`src/rtl/uart_receive_if.sv`:
```
// Peripheral bus bundle for the UART receiver: CPU-side register access.
interface uart_receive_if #(
  parameter int ADDR_WIDTH = 32,
  parameter int DATA_WIDTH = 32
);
  logic [ADDR_WIDTH-1:0] addr;
  logic [DATA_WIDTH-1:0] wdata;
  logic                  write;
  logic                  read;
  logic [DATA_WIDTH-1:0] rdata;

  modport master (output addr, wdata, write, read, input rdata);
  modport slave  (input addr, wdata, write, read, output rdata);
endinterface

```
`src/rtl/uart_receive.sv`:
```
// UART 8N1 receiver with mid-bit sampling, small byte FIFO and RXDATA/STATUS registers.
//  state | meaning
//  IDLE  | waiting for a falling edge on synchronised rx
//  START | timing to mid start bit, confirm it is still low
//  DATA  | sampling 8 data bits, LSB first
//  STOP  | sampling stop bit, push byte or raise frame/overrun flag
module uart_receive #(
  parameter int ADDR_WIDTH   = 32,
  parameter int DATA_WIDTH   = 32,
  parameter int CLKS_PER_BIT = 16,
  parameter int FIFO_DEPTH   = 4
) (
  input  logic           clk,
  input  logic           rst,
  uart_receive_if.slave  bus,
  input  logic           rx,
  output logic           irq
);
  localparam int CW   = $clog2(CLKS_PER_BIT);
  localparam int PW   = $clog2(FIFO_DEPTH);
  localparam int CNTW = PW + 1;
  localparam logic [CW-1:0]         HALF_TC = CW'(CLKS_PER_BIT / 2 - 1);
  localparam logic [CW-1:0]         FULL_TC = CW'(CLKS_PER_BIT - 1);
  localparam logic [ADDR_WIDTH-1:0] ADDR_RX = '0;
  localparam logic [ADDR_WIDTH-1:0] ADDR_ST = ADDR_WIDTH'(4);

  typedef enum logic [1:0] {IDLE, START, DATA, STOP} state_t;

  state_t          state_q, state_d;
  logic [CW-1:0]   cnt_q, cnt_d;
  logic [2:0]      idx_q, idx_d;
  logic [7:0]      shift_q, shift_d;
  logic            rx_meta, rx_s, rx_prev;
  logic            stop_ok, stop_bad;

  logic [7:0]      mem [FIFO_DEPTH];
  logic [PW-1:0]   wr_ptr, rd_ptr;
  logic [CNTW-1:0] count;
  logic            empty, full, push, pop;
  logic            overrun, frame_err;
  logic            ov_clr, fe_clr;
  logic            unused_wdata;

  always_ff @(posedge clk or posedge rst) begin
    if (rst) begin
      rx_meta <= 1'b1;
      rx_s    <= 1'b1;
      rx_prev <= 1'b1;
    end else begin
      rx_meta <= rx;
      rx_s    <= rx_meta;
      rx_prev <= rx_s;
    end
  end

  always_ff @(posedge clk or posedge rst) begin
    if (rst) begin
      state_q <= IDLE;
      cnt_q   <= '0;
      idx_q   <= '0;
      shift_q <= '0;
    end else begin
      state_q <= state_d;
      cnt_q   <= cnt_d;
      idx_q   <= idx_d;
      shift_q <= shift_d;
    end
  end

  // Bit timer counts down from the terminal value; action happens when it reaches zero.
  always_comb begin
    state_d  = state_q;
    cnt_d    = cnt_q;
    idx_d    = idx_q;
    shift_d  = shift_q;
    stop_ok  = 1'b0;
    stop_bad = 1'b0;
    case (state_q)
      IDLE: begin
        if (rx_prev && !rx_s) begin
          state_d = START;
          cnt_d   = HALF_TC;
        end
      end
      START: begin
        if (cnt_q == '0) begin
          if (!rx_s) begin
            state_d = DATA;
            cnt_d   = FULL_TC;
            idx_d   = '0;
          end else begin
            state_d = IDLE;
          end
        end else begin
          cnt_d = cnt_q - 1'b1;
        end
      end
      DATA: begin
        if (cnt_q == '0) begin
          shift_d = {rx_s, shift_q[7:1]};
          cnt_d   = FULL_TC;
          if (idx_q == 3'd7) state_d = STOP;
          else               idx_d   = idx_q + 3'd1;
        end else begin
          cnt_d = cnt_q - 1'b1;
        end
      end
      STOP: begin
        if (cnt_q == '0) begin
          state_d  = IDLE;
          stop_ok  = rx_s;
          stop_bad = !rx_s;
        end else begin
          cnt_d = cnt_q - 1'b1;
        end
      end
      default: state_d = IDLE;
    endcase
  end

  assign empty = (count == '0);
  assign full  = (count == CNTW'(FIFO_DEPTH));
  assign pop   = bus.read && (bus.addr == ADDR_RX) && !empty;
  // A pop in the same cycle frees the slot, so a full FIFO can still accept.
  assign push  = stop_ok && (!full || pop);
  assign irq   = !empty;

  always_ff @(posedge clk or posedge rst) begin
    if (rst) begin
      wr_ptr <= '0;
      rd_ptr <= '0;
      count  <= '0;
    end else begin
      if (push) wr_ptr <= wr_ptr + 1'b1;
      if (pop)  rd_ptr <= rd_ptr + 1'b1;
      count <= count + CNTW'(push) - CNTW'(pop);
    end
  end

  always_ff @(posedge clk) begin
    if (push) mem[wr_ptr] <= shift_q;
  end

  assign ov_clr       = bus.write && (bus.addr == ADDR_ST) && bus.wdata[3];
  assign fe_clr       = bus.write && (bus.addr == ADDR_ST) && bus.wdata[2];
  assign unused_wdata = ^{bus.wdata[DATA_WIDTH-1:4], bus.wdata[1:0]};

  always_ff @(posedge clk or posedge rst) begin
    if (rst) begin
      overrun   <= 1'b0;
      frame_err <= 1'b0;
    end else begin
      if (stop_ok && full && !pop) overrun <= 1'b1;
      else if (ov_clr)             overrun <= 1'b0;
      if (stop_bad)                frame_err <= 1'b1;
      else if (fe_clr)             frame_err <= 1'b0;
    end
  end

  always_comb begin
    bus.rdata = '0;
    if (bus.addr == ADDR_RX) begin
      if (!empty) bus.rdata[7:0] = mem[rd_ptr];
    end else if (bus.addr == ADDR_ST) begin
      bus.rdata[3:0] = {overrun, frame_err, full, !empty};
    end
  end
endmodule

```
`src/flat_wrapper.sv`:
```
// flat-port wrapper written by rule: the top's interface ports become plain ports
module uart_receive_flat 
#(
  parameter int ADDR_WIDTH   = 32,
  parameter int DATA_WIDTH   = 32,
  parameter int CLKS_PER_BIT = 16,
  parameter int FIFO_DEPTH   = 4
)
  (clk, rst, rx, irq, bus_addr, bus_wdata, bus_write, bus_read, bus_rdata);
  uart_receive_if #(.ADDR_WIDTH(ADDR_WIDTH), .DATA_WIDTH(DATA_WIDTH)) bus_i ();
  input  logic clk;
  input  logic rst;
  input  logic rx;
  output logic irq;
  input wire logic [$bits(bus_i.addr)-1:0] bus_addr;
  input wire logic [$bits(bus_i.wdata)-1:0] bus_wdata;
  input wire logic [$bits(bus_i.write)-1:0] bus_write;
  input wire logic [$bits(bus_i.read)-1:0] bus_read;
  output wire logic [$bits(bus_i.rdata)-1:0] bus_rdata;
  assign bus_i.addr = bus_addr;
  assign bus_i.wdata = bus_wdata;
  assign bus_i.write = bus_write;
  assign bus_i.read = bus_read;
  assign bus_rdata = bus_i.rdata;
  uart_receive #(.ADDR_WIDTH(ADDR_WIDTH), .DATA_WIDTH(DATA_WIDTH), .CLKS_PER_BIT(CLKS_PER_BIT), .FIFO_DEPTH(FIFO_DEPTH)) u_core (.clk(clk), .rst(rst), .bus(bus_i), .rx(rx), .irq(irq));
endmodule
```
`config.mk`:
```
export PLATFORM = sky130hd
export DESIGN_NAME = uart_receive_flat
export DESIGN_NICKNAME = d
export VERILOG_FILES = /design/src/rtl/uart_receive_if.sv /design/src/rtl/uart_receive.sv /design/src/flat_wrapper.sv
export SDC_FILE = /design/constraint.sdc
export NUM_CORES = 1
export LEC_CHECK = 0
export CORE_UTILIZATION = 46
export DETAILED_ROUTE_END_ITERATION = 8
export GPL_TIMING_DRIVEN = 0
export PLACE_DENSITY = 0.91
export SLEW_MARGIN = 5
export SYNTH_ARGS = -nofsm -noshare
export SYNTH_HDL_FRONTEND = slang
export SYNTH_SLANG_ARGS = --single-unit
```
`constraint.sdc`:
```
create_clock -name clk -period 3.03 [get_ports clk]
set_input_delay 0.303 -clock clk [delete_from_list [all_inputs] [get_ports clk]]
set_output_delay 0.303 -clock clk [all_outputs]
set_load 0.03 [all_outputs]
```
Word level (Yosys, flattened, before mapping)
Memory sizes are Yosys's and may differ from the RTL's.
Cells that the tools add are included.
- input port bits: 69
- memories kept: 1
- register bits: 29
- RAM bits: 32
- memories (name ; words ; width ; read ports ; clocked after memory_dff ; wr ports ; line ; RTL):
    u_core.mem ; 4 ; 8 ; 1 ; 0 ; 1 ; uart_receive.sv:36 ; logic [7:0] mem [FIFO_DEPTH];
- reductions and logical operators: 25
- multiplexer cells: 32
- eq/ne operators: 15
- add/subtract/negate cells: 6
- operators by type and width (cell ; count):
    32-bit by 3-bit == test with 1-bit output (second input constant) ; 1
    32-bit logical NOT ; 1
    4-bit two-way mux ; 8
    4-bit case mux with 4 select lines ; 1
    2-bit two-way mux ; 6
    3-bit two-way mux ; 4
    1-bit two-way mux ; 10
    2-bit by 1-bit inequality test with 1-bit output (second input constant) ; 5
    5-bit AND reduction ; 2
    1-bit logical AND ; 9
    8-bit two-way mux ; 1
    2-bit case mux with 4 select lines ; 1
    3-bit == test (second input constant) ; 2
    2-bit inequality test (second input constant) ; 3
    3-bit case mux with 2 select lines ; 1
    2-bit nonzero test ; 3
    2-bit by 1-bit adder with 2-bit output (second input constant) ; 2
    2-bit == test (second input constant) ; 2
    1-bit logical NOT ; 4
    4-bit logical NOT ; 1
    4-bit by 1-bit subtractor with 4-bit output (second input constant) ; 1
    3-bit by 1-bit adder with 3-bit output ; 1
    3-bit by 1-bit adder with 3-bit output (second input constant) ; 1
    3-bit logical NOT ; 1
    7 further kinds ; 7

Longest topological paths before layout
- depth after elaboration: 7
- gate-level depth with buffers: 10

Least setup slack after synthesis
OpenSTA, ideal clock, no wires.
- path kind: in2reg
- start: input bus_addr[10]
- end: register u_core.count[2]
- library setup time: 123 ps
- path buffers: 0
- setup slack: 722 ps
- arrival time: 2186 ps
- stages on the path: 9
- required time: 2907 ps
- cells stage by stage: nor4_2 -> nand4_2 -> nor4_2 -> xor2_1 -> ha_1 -> inv_1 -> fa_1 -> xnor2_1 -> xnor2_1
- word-level cells in the longest chain between the ends: 7
- ends and longest elaborated chain (item ; line ; RTL):
    from (decl) ; flat_wrapper.sv:15 ; input wire logic [$bits(bus_i.addr)-1:0] bus_addr;
    32-bit logical NOT * ; uart_receive.sv:123 ; assign pop = bus.read && (bus.addr == ADDR_RX) && !empty;
    1-bit logical AND * (2 in series) ; uart_receive.sv:123 ;
    1-bit logical OR ; uart_receive.sv:125 ; assign push = stop_ok && (!full || pop);
    1-bit logical AND ; uart_receive.sv:125 ;
    3-bit by 1-bit adder with 3-bit output ; uart_receive.sv:136 ; count <= count + CNTW'(push) - CNTW'(pop);
    3-bit by 1-bit subtractor with 3-bit output * ; uart_receive.sv:136 ;
    to (signal assigned) ; uart_receive.sv:136 ;
    to (decl) ; uart_receive.sv:38 ; logic [CNTW-1:0] count;
Mark *: on every way between the ends. The rest lies on a longest branch, timed or not.
A chain may end at the register's enable or synchronous reset.

Worst setup path in the final report
- start: input bus_addr[13]
- end: output bus_rdata[7]
- word-level cells in the longest chain between the ends: 2
- ends and longest elaborated chain (item ; line ; RTL):
    32-bit logical NOT ; uart_receive.sv:162 ; if (bus.addr == ADDR_RX) begin
    4-bit two-way mux ; uart_receive.sv:162 ;
    to (decl) ; flat_wrapper.sv:19 ; output wire logic [$bits(bus_i.rdata)-1:0] bus_rdata;
Every way passes these cells.

==> impl_table.tex <==
\begin{tabular}{lr}
\hline
Metric & Value \\
\hline
\multicolumn{2}{l}{\textbf{Outcome}} \\
Result of the run & complete, but fails checks \\
Violated checks & DRC \\
\multicolumn{2}{l}{\textbf{Final layout}} \\
Number of diodes & 0 \\
Total area of multi-input combinational cells & about 1300 um\^{}2 \\
Fraction of final layout cells with drive strength greater than 1 & 24.1\% \\
Filler-free cell count of the finished design & 400 \\
Area used by sequential logic in the layout & 1690 um\^{}2 \\
Layout-stage area growth over the synthesis result & 25.8\% \\
Layout filler cell count & 508 \\
Count of nets after finishing & 400 \\
\multicolumn{2}{l}{\textbf{Detailed routing}} \\
Routed vias & $\sim$2.1k \\
Post-detailed-route wirelength per cell & approximately 16 um \\
Routed WL & approximately 6.3 mm \\
Number of remaining DRC errors & 15 \\
Initial DRC count & 114 \\
Count of nets left with antenna violations after detail routing & 0 \\
Length of the first detailed-routing pass in iterations & 9 \\
Post-DR vias/cell & around 5.3 \\
\multicolumn{2}{l}{\textbf{Synthesis}} \\
Post-synthesis mux area share & 9.57\% \\
Combinational family with the most area after synthesis & simple AND/OR/NAND/NOR gates \\
Count of mapped cells out of synthesis & $\sim$240 \\
Synthesized cell area & 3150 um\^{}2 \\
Xor and xnor fraction of the mapped netlist area & approximately 1.7\% \\
Number of flops mapped to enable cells by yosys & 32 \\
Number of unique standard cell types used by synthesis & 50 \\
Compound-cell area share of the yosys netlist & 7.98\% \\
Avg Cell Area, Syn & 13.2 um\^{}2 \\
Primary flip-flop cell chosen by synthesis mapping & sky130\_fd\_sc\_hd\_\_edfxtp\_1 \\
Sequential fraction of the synthesis area & a little over half \\
Adder-Cell Fraction of Synth Area & 5.40\% \\
Asr flop ratio synth & 47.5\% \\
Warnings from Yosys & 0 \\
\#FFs+latches synth & 61 \\
Fraction of the mapped netlist area in simple logic gates & 13.5\% \\
\multicolumn{2}{l}{\textbf{CTS}} \\
Number of buffers on the longest clock path & 2 \\
Clock root buffer & sky130\_fd\_sc\_hd\_\_clkbuf\_8 \\
Clock latency on the worst-skew pair & 0.34 ns \\
Maximum level of the CTS H-tree & 3 \\
Worst-path clk slew & 0.06 ns \\
TritonCTS clock tree & done \\
Clock Sink Count & 61 \\
Clock buffer count from CTS & 9 \\
Setup Buffers After CTS & 0 \\
Count of cells resized by post-cts repair & 8 \\
Number of hold buffers added after cts & 0 \\
\multicolumn{2}{l}{\textbf{Die}} \\
Height of the die & roughly 85 um \\
FP Rows & 29 \\
Die extent in x & approximately 85 um \\
Starting Density & 48.5\% \\
Placeable core region & between 6000 and 7000 um\^{}2 \\
Floorplan die area & 7190 um\^{}2 \\
Num ports & roughly 100 \\
\multicolumn{2}{l}{\textbf{Global route}} \\
Total global routing overflow & 0 \\
Vias in the first global route & 2075 \\
Largest net degree at the start of global routing & 30 \\
Global-route wire length before repair & 10.0 mm \\
Gr usage total & between 10\% and 20\% \\
Number of antenna violations at the first check in global routing & 0 \\
\multicolumn{2}{l}{\textbf{Timing}} \\
Slew headroom & 23.7\% \\
Unrepaired setup endpoints after global routing & false \\
Max-slew violation count & 0 \\
Period minus WS final & 2.82 ns \\
Setup clock skew after layout & between 0.006 and 0.007 ns \\
Setup tns final & 0 ns \\
Endpoints failing setup & 0 \\
Hold slack final & 0.355 ns \\
Share of the clock period used by the worst path after layout & 93.1\% \\
Fmax & 0.355 GHz \\
Slew at the pin closest to its max-slew limit & 1.14 ns \\
Total count of hold-check failures in the final report & 0 \\
\multicolumn{2}{l}{\textbf{Worst setup path}} \\
Required @ worst endpoint & 2.73 ns \\
Critical path data arrival time & $\sim$2.5 ns \\
Maximum fanout along the worst path & 10 \\
Sort of element at the start of the critical path & input port \\
Nature of the critical path endpoint & output port \\
Path type of the worst setup path & input port to output port \\
\multicolumn{2}{l}{\textbf{Power and ir drop}} \\
Peak supply drop & 0.294 mV \\
Static power due to leakage & 1.69 nW \\
Power density cells & 580 nW/um\^{}2 \\
Final total power & 0.00230 W \\
\multicolumn{2}{l}{\textbf{Placement}} \\
Cells after DPL & 384 \\
HPWL after detailed placement & approximately 4.5 mm \\
Placer Congestion & around 0.8 \\
Port bufs & 46 \\
\multicolumn{2}{l}{\textbf{Worst hold path}} \\
Class of the most critical hold timing path & flip-flop to flip-flop \\
\multicolumn{2}{l}{\textbf{Job}} \\
\# Max-Cap Violations & 0 \\
\hline
\end{tabular}
==> through the flow <==
| stage | instance area [um^2] | setup WS, ns | util, % |
|---|---|---|---|
| floorplan | 3240 | 0.722 | - |
| global placement | 3790 | -0.292 | 58.4 |
| detailed placement | 3790 | -0.439 | 58.4 |
| CTS | 3940 | -0.0963 | 60.7 |
| global route | 3960 | 0.0433 | 61.0 |
| finish | 3960 | 0.210 | 61.0 |
==> layer usage <==
| layer | part of all wire, % | track usage [%] | vias to the layer above | wire length (um) |
|---|---|---|---|---|
| li1 | - | - | 1008 | - |
| met1 | 40 | 21.8 | 1011 | 2490 |
| met2 | 51 | 31.4 | 84 | 3220 |
| met3 | 7.8 | 5.51 | 8 | 493 |
| met4 | 1.4 | 8.47 | 0 | 85 |
| met5 | 0 | 0 | - | 0 |
==> registers in the layout (all words and copies together), names as in the netlist, named ones only <==
| name | flops |
|---|---|
| u_core.rx_meta | 1 |
| u_core.frame_err | 1 |
| u_core.count | 3 |
| u_core.cnt_q | 4 |
| u_core.state_q | 1 |
| u_core.rx_s | 1 |
| u_core.mem | 32 |
| u_core.wr_ptr | 2 |
| u_core.idx_q | 3 |
| u_core.overrun | 1 |
| u_core.rx_prev | 1 |
| u_core.rd_ptr | 2 |
| u_core.shift_q | 8 |
==> critical path, stage by stage <==
cell	delay (ns)
sky130_fd_sc_hd__clkdlybuf4s50_1	0.46
sky130_fd_sc_hd__nor4_2	0.35
sky130_fd_sc_hd__nand4_2	0.31
sky130_fd_sc_hd__or2_1	0.33
sky130_fd_sc_hd__buf_6	0.15
sky130_fd_sc_hd__nor3b_1	0.19
sky130_fd_sc_hd__dlygate4sd2_1	0.42
==> layout make-up <==
| class | instances | share of cell area (%) |
|---|---|---|
| Buffer | 31 | 5.46 |
| Clock inverter | 5 | 0.694 |
| Timing Repair Buffer | 46 | 11.4 |
| Sequential cell | 61 | 42.6 |
| Inverter | 11 | 1.04 |
| Clock buffer | 11 | 3.31 |
| Multi-Input combinational cell | 158 | 33.0 |
| Tap cell | 77 | 2.43 |
==> cell families (layout without fill, tap and decap cells) <==
family,after synthesis,after routing
and+or+nand+nor,62,62
buffers and inverters,42,104
muxes,19,19
adders and majority gates,13,13
xor gates and xnor gates,6,6
AOI/OAI and AO/OA,34,34
DFF,61,61
other,1,24
==> synthesized netlist by cell type (4+ instances only) <==
cell,n,area [um^2]
sky130_fd_sc_hd__edfxtp_1,32,961
sky130_fd_sc_hd__ha_1,12,150
sky130_fd_sc_hd__nor3_1,6,30.0
sky130_fd_sc_hd__dfrtp_1,26,651
sky130_fd_sc_hd__nor2_1,13,48.8
sky130_fd_sc_hd__mux4_2,8,180
sky130_fd_sc_hd__o21ai_0,6,30.0
sky130_fd_sc_hd__inv_1,11,41.3
sky130_fd_sc_hd__a22o_1,5,43.8
sky130_fd_sc_hd__nor3b_1,9,67.6
sky130_fd_sc_hd__mux2_2,9,101
sky130_fd_sc_hd__nand2_1,5,18.8
sky130_fd_sc_hd__nor4_2,8,100
sky130_fd_sc_hd__a21oi_1,4,20.0
sky130_fd_sc_hd__buf_4,24,180
sky130_fd_sc_hd__clkbuf_1,4,15.0
==> path summary, 6_finish.rpt <==
check	cells after the start	to	start	slack [ns]
worst max register to register	10	u_core.count[2]$_DFF_PP0_	u_core.cnt_q[0]$_DFFE_PP0P_	0.46
max in group asynchronous	2	u_core.rd_ptr[0]$_DFFE_PP0P_	rst	1.78
worst min register to register	0	u_core.rx_s$_DFF_PP1_	u_core.rx_meta$_DFF_PP1_	0.36
worst min-delay path	0	u_core.rx_s$_DFF_PP1_	u_core.rx_meta$_DFF_PP1_	0.36
worst max-delay path	7	bus_rdata[7]	bus_addr[13]	0.21
min in group asynchronous	2	u_core.cnt_q[3]$_DFFE_PP0P_	rst	0.57
==> power by group <==
part,switching (W),internal [W],total [W]
logic,0.000340,0.000301,0.000642
registers,0.000104,0.000957,0.00106
clock network,0.000305,0.000291,0.000596
total,0.000750,0.00155,0.00230
==> placed cells by master (no fill, tap or decap), drive strengths merged, types with 2 or more instances in the layout <==
master,Yosys,final
clkdlybuf4s50,0,38
o22a,3,3
a21oi,4,4
nand2,5,5
nor4,10,10
ha,12,12
xor2,3,3
o21ai,6,6
nor2,13,13
nor2b,2,2
or2,2,2
inv,11,11
nand2b,3,3
xnor2,3,3
edfxtp,32,32
dfrtp,26,26
mux2i,2,2
nor3,6,6
nand3,4,4
clkbuf,4,15
mux4,8,8
nor3b,10,10
nand4,3,3
conb,1,24
mux2,9,9
a22o,5,5
o31ai,2,2
buf,27,27
o311ai,3,3
clkinv,0,4
dfstp,3,3
dlygate4sd2,0,8
a31oi,2,2
a22oi,3,3
Note: power is estimated with default switching activity, not from simulation.
